**src/rtl/gf_div.sv**
```systemverilog
// GF(2^8) divider / inverter over x^8+x^4+x^3+x^2+1.
// The inverse of b is formed as b^254 by seven square-and-multiply steps,
// followed by one multiply by the dividend (or by 1 in inverse mode).
module gf_div #(
    parameter int         IO_WIDTH = 8,
    parameter logic [7:0] PP_CHAR  = 8'h1D
) (
    input  logic                clk_i,
    input  logic                rst_ni,
    input  logic                in_valid_i,
    output logic                in_ready_o,
    input  logic                mode_i,
    input  logic [IO_WIDTH-1:0] op_a_i,
    input  logic [IO_WIDTH-1:0] op_b_i,
    output logic                out_valid_o,
    input  logic                out_ready_i,
    output logic [IO_WIDTH-1:0] result_o,
    output logic                div_zero_o,
    output logic                busy_o
);

    localparam int PW = 2 * IO_WIDTH - 1;

    typedef enum logic [1:0] {
        IDLE = 2'd0,
        EXP  = 2'd1,
        MUL  = 2'd2,
        DONE = 2'd3
    } state_t;

    state_t              state, state_next;
    logic [IO_WIDTH-1:0] a_q;
    logic [IO_WIDTH-1:0] sq;
    logic [IO_WIDTH-1:0] acc;
    logic [IO_WIDTH-1:0] result_q;
    logic [IO_WIDTH-1:0] sq_next;
    logic [2:0]          cnt;
    logic                zero_q;
    logic                accept;

    // Reduce a carry-less product by folding bits k=14..8 down, high to low.
    function automatic logic [IO_WIDTH-1:0] gf_reduce(input logic [PW-1:0] prod);
        logic [PW-1:0] p;
        p = prod;
        for (int k = PW - 1; k >= IO_WIDTH; k--) begin
            if (p[k]) p = p ^ (PW'({1'b1, PP_CHAR}) << (k - IO_WIDTH));
        end
        return p[IO_WIDTH-1:0];
    endfunction

    // Carry-less multiply followed by field reduction.
    function automatic logic [IO_WIDTH-1:0] gf_mul(input logic [IO_WIDTH-1:0] x,
                                                   input logic [IO_WIDTH-1:0] y);
        logic [PW-1:0] p;
        p = '0;
        for (int i = 0; i < IO_WIDTH; i++) begin
            if (y[i]) p = p ^ (PW'(x) << i);
        end
        return gf_reduce(p);
    endfunction

    // Squaring in characteristic 2 just spreads the bits to even positions.
    function automatic logic [IO_WIDTH-1:0] gf_sq(input logic [IO_WIDTH-1:0] x);
        logic [PW-1:0] p;
        p = '0;
        for (int i = 0; i < IO_WIDTH; i++) begin
            p[2*i] = x[i];
        end
        return gf_reduce(p);
    endfunction

    assign accept      = in_valid_i && (state == IDLE);
    assign sq_next     = gf_sq(sq);
    assign in_ready_o  = (state == IDLE);
    assign out_valid_o = (state == DONE);
    assign busy_o      = (state == EXP) || (state == MUL);
    assign result_o    = result_q;
    assign div_zero_o  = zero_q && (state == DONE);

    // State register.
    always_ff @(posedge clk_i) begin
        if (!rst_ni) state <= IDLE;
        else         state <= state_next;
    end

    // Next-state logic: fixed 7 exponent steps, one multiply, then hold until taken.
    always_comb begin
        state_next = state;
        case (state)
            IDLE: if (in_valid_i)  state_next = EXP;
            EXP:  if (cnt == 3'd6) state_next = MUL;
            MUL:                   state_next = DONE;
            DONE: if (out_ready_i) state_next = IDLE;
            default:               state_next = IDLE;
        endcase
    end

    // Operand capture, square-and-multiply datapath and result register.
    always_ff @(posedge clk_i) begin
        if (!rst_ni) begin
            a_q      <= '0;
            sq       <= '0;
            acc      <= '0;
            cnt      <= '0;
            zero_q   <= 1'b0;
            result_q <= '0;
        end else begin
            if (accept) begin
                a_q    <= mode_i ? IO_WIDTH'(1) : op_a_i;
                sq     <= op_b_i;
                acc    <= IO_WIDTH'(1);
                cnt    <= '0;
                zero_q <= (op_b_i == '0);
            end else if (state == EXP) begin
                sq  <= sq_next;
                acc <= gf_mul(acc, sq_next);
                cnt <= cnt + 3'd1;
            end else if (state == MUL) begin
                result_q <= gf_mul(acc, a_q);
            end
        end
    end

endmodule

```
**config.mk**
```make
export PLATFORM = sky130hd
export DESIGN_NAME = gf_div
export DESIGN_NICKNAME = d
export VERILOG_FILES = /design/src/rtl/gf_div.sv
export SDC_FILE = /design/constraint.sdc
export NUM_CORES = 1
export LEC_CHECK = 0
export ABC_AREA = 1
export CORE_MARGIN = 2
export CORE_UTILIZATION = 60
export CTS_CLUSTER_SIZE = 10
export DETAILED_ROUTE_END_ITERATION = 10
export PLACE_DENSITY_LB_ADDON = 0.12
export SYNTH_ARGS = -nofsm -noshare
export SYNTH_HDL_FRONTEND = slang
export SYNTH_SLANG_ARGS = --single-unit
```
**constraint.sdc**
```tcl
create_clock -name clk_i -period 3.2 [get_ports clk_i]
set_input_delay 0.64 -clock clk_i [delete_from_list [all_inputs] [get_ports clk_i]]
set_output_delay 0.64 -clock clk_i [all_outputs]
set_load 0.005 [all_outputs]
```
## Yosys cells after proc, flatten, opt, wreduce, memory -nomap -nowiden

Index checks and enable logic that the tools add are counted.

- Register bits: 38
- Bits in latches: 0
- Memory bits (writable): 0
- Bits in read-only memories: 0
- Input bits: 21
- Output and inout port bits: 12
- Word-level logic and storage cells: 207
- Memories: 0

- Add/subtract/negate cells: 1
- Multiply operators: 0
- Div/mod/pow operators: 0
- $lt $le $gt $ge: 0
- Equal/unequal tests: 7
- Shift-type cells: 0
- Multiplexer cells: 144
- Bitwise logic cells: 38
- Reduce and logical (&&, ||, !) cells: 9

Operators by type and width:

| cell | number |
|---|---|
| $mux 15 | 70 |
| $mux 11 | 10 |
| $mux 10 | 10 |
| $mux 14 | 7 |
| $mux 13 | 7 |
| $mux 9 | 10 |
| $mux 12 | 7 |
| $not 4->4 | 21 |
| $mux 8 | 8 |
| $xor 15x10->15 | 2 |
| $xor 15x11->15 | 2 |
| $xor 15x12->15 | 2 |
| $xor 15x13->15 | 2 |
| $xor 15x14->15 | 2 |
| $xor 15x15->15 | 2 |
| $xor 15x9->15 | 2 |
| $mux 7 | 3 |
| $mux 6 | 3 |
| $mux 5 | 3 |
| $logic_not 8->1 | 1 |
| $pmux 2 s4 | 1 |
| $mux 2 | 3 |
| $reduce_and 3->1 | 2 |
| $eq 2x2->1 const B | 2 |
| other kinds (12) | 17 |

## Depth between registers and ports, before layout

- Depth in word-level cells: 87
- Mapped depth: 21
- Depth with buffers taken out: 21

## Worst setup path before layout

Ideal clock, no wire load.

- Path kind: register -> register
- Start point: register a_q[1]
- End point: register result_q[3] (netlist: result_o[3])
- Setup time: 0.109 ns
- Arrival time: 1.824 ns
- Required time: 3.091 ns
- Path slack: 1.267 ns
- Cell stages (with the launch flop): 14
- Buffers on the path: 1
- Clock period less this slack: 1.933 ns
- Path through: dfxtp_1 > clkbuf_1 > nand2_2 > xnor2_1 > xnor2_1 > xor2_1 > xor2_1 > inv_1 > nand2_1 > nand2_1 > nand2_1 > nand3_1 > nand2_1 > inv_1

- Word-level cells in the longest chain between the ends: 75
- Elaborated cells between the ends (all ways): 78
- Those cells by class: mux (66); bitwise (12)

Ends and longest elaborated chain:

| what | line | source |
|---|---|---|
| start: declaration | 32 | `logic [IO_WIDTH-1:0] a_q;` |
| start signal: assignment | 109 | `a_q <= mode_i ? IO_WIDTH'(1) : op_a_i;` |
| $mux 15 (*) | 57 | `if (y[i]) p = p ^ (PW'(x) << i);` |
| $mux 15 (*) | 118 | `end else if (state == MUL) begin` |
| $mux 15 (*) | 114 | `end else if (state == EXP) begin` |
| $mux 15 (*) | 108 | `if (accept) begin` |
| $mux 15 (*) | 100 | `if (!rst_ni) begin` |
| $xor 15x10->15 | 57 |  |
| $mux 15 (*) | 57 |  |
| $mux 15 (*) | 118 |  |
| [... 59 more ...] | n/a |  |
| $not 4->4 (no source line) | n/a |  |
| $mux 6 | 46 | `if (p[k]) p = p ^ (PW'({1'b1, PP_CHAR}) << (k - IO_WIDTH));` |
| $mux 9 (*) | 118 |  |
| $mux 9 (*) | 114 |  |
| $mux 9 (*) | 108 |  |
| $mux 9 (*) | 100 |  |
| $not 4->4 (no source line) | n/a |  |
| $mux 5 (*) | 46 |  |
| end signal: assignment | 119 | `result_q <= gf_mul(acc, a_q);` |
| end: declaration | 35 | `logic [IO_WIDTH-1:0] result_q;` |

Mark *: on every way between the ends. The rest lies on a longest branch, timed or not. The select of a mux whose other input is x is not followed.
A chain may end at the register's enable or synchronous reset.

## Worst setup path after layout

- Start point: register sq[6]
- End point: register acc[5]

- Word-level cells in the longest chain between the ends: 69
- Elaborated cells between the ends (all ways): 77
- Those cells by class: mux (61); bitwise (16)

Ends and longest elaborated chain:

| what | line | source |
|---|---|---|
| start: declaration | 33 | `logic [IO_WIDTH-1:0] sq;` |
| start signal: assignment | 110 | `sq <= op_b_i;` |
| start signal: assignment | 115 | `sq <= sq_next;` |
| $mux 9 (*) | 46 |  |
| $mux 5 | 46 |  |
| $mux 8 | 57 |  |
| $mux 15 | 114 |  |
| $mux 15 | 108 |  |
| $mux 15 | 100 |  |
| $xor 15x9->15 | 57 |  |
| $mux 15 | 57 |  |
| [... 53 more ...] | n/a |  |
| $mux 10 (*) | 114 |  |
| $mux 10 (*) | 108 |  |
| $mux 10 (*) | 100 |  |
| $not 4->4 (no source line) | n/a |  |
| $mux 6 (*) | 46 |  |
| $mux 9 (*) | 114 |  |
| $mux 9 (*) | 108 |  |
| $mux 9 (*) | 100 |  |
| end signal: assignment | 116 | `acc <= gf_mul(acc, sq_next);` |
| end: declaration | 34 | `logic [IO_WIDTH-1:0] acc;` |

Marked as above.

==> results.txt <==
IO Pins -> 33
synth warn -> 0
Wirelength per Cell -> 13.5 um
Rel. slew slack -> 52.5%
via/cell ratio -> 5.34
Global Route Usage Sum -> 30.0%
WL final -> 11500 um
CP startpoint kind -> register
Reg2Reg Setup Slack -> 0.69 ns
RR Endpoint -> acc[5]$_SDFFE_PP0P_
RR Startpoint -> sq[6]$_SDFFE_PN0P_
Seq pwr share -> 20.9%
Setup violations, final -> 0
Initial Util -> 61.1%
worst-case reg-to-reg path depth -> 17
power density cells -> 805 nW/um^2
first-pass GRT wire length -> 18800 um
1st-iter DRT viols -> 322
Final Util -> 68.0%
die area -> 8010 sq um
share of cells above drive strength 1 -> 11.1%
total power -> 3.93 mW
Detailed Place HPWL -> 9010 um
Final Hold Fails -> 0
total vias in the final route -> 4542
Worst Path Max Fanout -> 8
Cell Area, Synth -> 4380 sq um
diode count -> 0
status -> finished clean
Clock Skew -> 0.00876 ns
flops & latches, synth -> 38
Async SR Flop Fraction -> 0%
GR Overflow Total -> 0
Hold Startpoint -> cnt[2]$_SDFFE_PP0P_
Setup CP Type -> register to register
Primary FF master, synth -> dfxtp_1
row count -> 31
Area Overhead vs Synth -> 11.3%
post-synthesis area per instance -> 5.97 sq um
Core ar. -> 7180 sq um
max_cap viols -> 0
worst hold path class -> register to register
TritonCTS clock tree -> yes
Leakage -> 2.25 nW
clk buf depth -> 2
CTS resizes -> 0
Placed Area -> 4740 sq um
Die Width -> 89.5 um
clk sinks -> 38
Clk pwr share -> 13.1%
port bufs -> 32
EDFF count, synth -> 0
Switching Share -> 52.8%
largest net degree at the start of global routing -> 18
clock tree root buffer cell -> clkbuf_8
Num CTS Buffers -> 5
worst path arrival time -> 2.71 ns
Post-DRT Antenna Nets -> 0
minimum clock period -> 2.51 ns
P_sw -> 2.07 mW
fmax -> 398 MHz
Netlist cell types -> 40
die height -> 89.5 um
Syn Inst Count -> 734
Combinational Power Share -> 66.0%
Final Slew Violations -> 0
# DRC -> 0
clk slew on worst S/H paths -> 0.08 ns
Hold Path Stages -> 2
post-route setup TNS -> 0 ns
hold_buf cts -> 0
Final Cycle Share -> 78.5%
internal power -> 1.86 mW
H-tree Lvls -> 2
clk_lat worst skew -> 0.30 ns
hold path endpoint -> cnt[2]$_SDFFE_PP0P_
post-route cell area -> 4880 sq um
router iterations before antenna repair -> 6
worst hold margin -> 0.469 ns
kind of end point of the critical path -> register
gpl congestion -> 0.989
vias in the first global route -> 4150
Syn Nets -> 761
register area share after synthesis -> 17.4%
Fillers -> 685
Setup Buffers After CTS -> 0
peak supply drop -> 0.529 mV
Worst EP required -> 3.40 ns
initial antenna violation count -> 0
RSZ-0062 raised after global routing -> false
worst slew pin tran -> 0.712 ns
fin nets -> 777
==> worst max-delay path, cell delays in order, from the launching register on <==
cell     delay (ns)
dfxtp_1        0.54
inv_2          0.15
nand2_1        0.13
nand3_1        0.14
nand2_2        0.12
inv_2          0.05
nand2_1        0.08
nand2_2        0.13
o21ai_0        0.35
nand3_1        0.12
nand2_1        0.16
inv_1          0.07
nand3_1        0.07
nand2_1        0.06
nand2_1        0.06
nand3_1        0.07
nand2_1        0.08
inv_1          0.04
==> cell usage after synthesis, types with 5 or more instances <==
library cell | count | area share (%)
nand2_1 | 268 | 23
inv_1 | 78 | 6.7
nand3_1 | 60 | 6.8
xnor2_1 | 41 | 8.2
dfxtp_1 | 38 | 17
xor2_1 | 38 | 7.6
nor2_1 | 31 | 2.7
nand2_2 | 24 | 3.4
o21ai_0 | 20 | 2.3
inv_2 | 17 | 1.5
a21oi_1 | 16 | 1.8
buf_2 | 15 | 1.7
clkbuf_1 | 10 | 0.86
nand3_2 | 7 | 1.6
a32o_1 | 6 | 1.4
ha_1 | 6 | 1.7
nand4_1 | 6 | 0.86
xnor2_2 | 6 | 2.2
a31oi_1 | 5 | 0.71
==> sequential cells by signal, summed over array words and instances (netlist names) <==
signal and cells:
zero_q 1, acc 8, sq 8, state 2, cnt 3, result_o 8, a_q 8
==> final cells by class <==
type / instances / area [sq um] / area share, %
Multi-Input combinational cell: 565 / 3090 / 63.2
Clock inverter: 2 / 60.1 / 1.23
Sequential cell: 38 / 761 / 15.6
Inverter: 97 / 364 / 7.46
Timing Repair Buffer: 43 / 403 / 8.26
Tap cell: 99 / 124 / 2.54
Clock buffer: 6 / 82.6 / 1.69
==> power by group through the flow <==
stage	sequential, mW	combinational, mW	clock (mW)
finish	0.820	2.59	0.514
global route	0.840	2.89	0.536
CTS	0.814	2.56	0.516
detailed placement	0.825	2.55	0
floorplan	0.683	2.04	0
global placement	0.818	2.48	0
==> layer usage <==
layer | wire length, um | GRT usage [%] | vias up
li1 | - | - | 2287
met1 | 4610 | 35.3 | 2046
met2 | 5750 | 54.5 | 176
met3 | 715 | 3.42 | 33
met4 | 374 | 13.0 | 0
met5 | 0 | 0 | -
==> cell families (layout without fill, tap and decap cells) <==
group / after synthesis / after routing / share of synthesized area, %
simple gates: 414 / 414 / 41.6
buf+inv: 131 / 148 / 12.3
xor+xnor: 88 / 88 / 19.1
compound gates: 57 / 57 / 7.91
flops: 38 / 38 / 17.4
fa+ha+maj: 6 / 6 / 1.71
==> cell usage in the layout, fill, tap and decap left out, drive strengths merged <==
cell type	count
a211oi	1
a21o	1
a21oi	16
a31oi	5
a32o	6
buf	11
bufinv	2
clkbuf	6
clkdlybuf4s50	32
clkinv	2
dfxtp	38
ha	6
inv	95
nand2	295
nand3	68
nand3b	4
nand4	6
nor2	33
nor3	3
nor4	2
o211ai	1
o21ai	21
o21bai	4
o221ai	2
or2	3
xnor2	47
xor2	41
==> per-stage QoR <==
step	std cells	setup slack (ns)
floorplan	734	1.27
finish	850	0.689
CTS	850	0.743
global route	850	0.445
global placement	842	0.778
detailed placement	842	0.728
==> how the worst max path moves through the flow <==
stage | startpoint | to | slack (ns) | cells after the start
after floorplan | a_q[1]$_SDFFE_PN0P_ | result_o[3]$_SDFFE_PN0P_ | 1.27 | 13
after global placement | acc[7]$_SDFFE_PP0P_ | acc[2]$_SDFFE_PP0P_ | 0.78 | 14
after detailed placement | in_valid_i | acc[0]$_SDFFE_PN0P_ | 0.73 | 8
after CTS | acc[7]$_SDFFE_PP0P_ | acc[5]$_SDFFE_PP0P_ | 0.74 | 17
after global routing | acc[7]$_SDFFE_PP0P_ | acc[5]$_SDFFE_PP0P_ | 0.45 | 19
final | sq[6]$_SDFFE_PN0P_ | acc[5]$_SDFFE_PP0P_ | 0.69 | 17
Note: power is estimated with default switching activity, not from simulation.
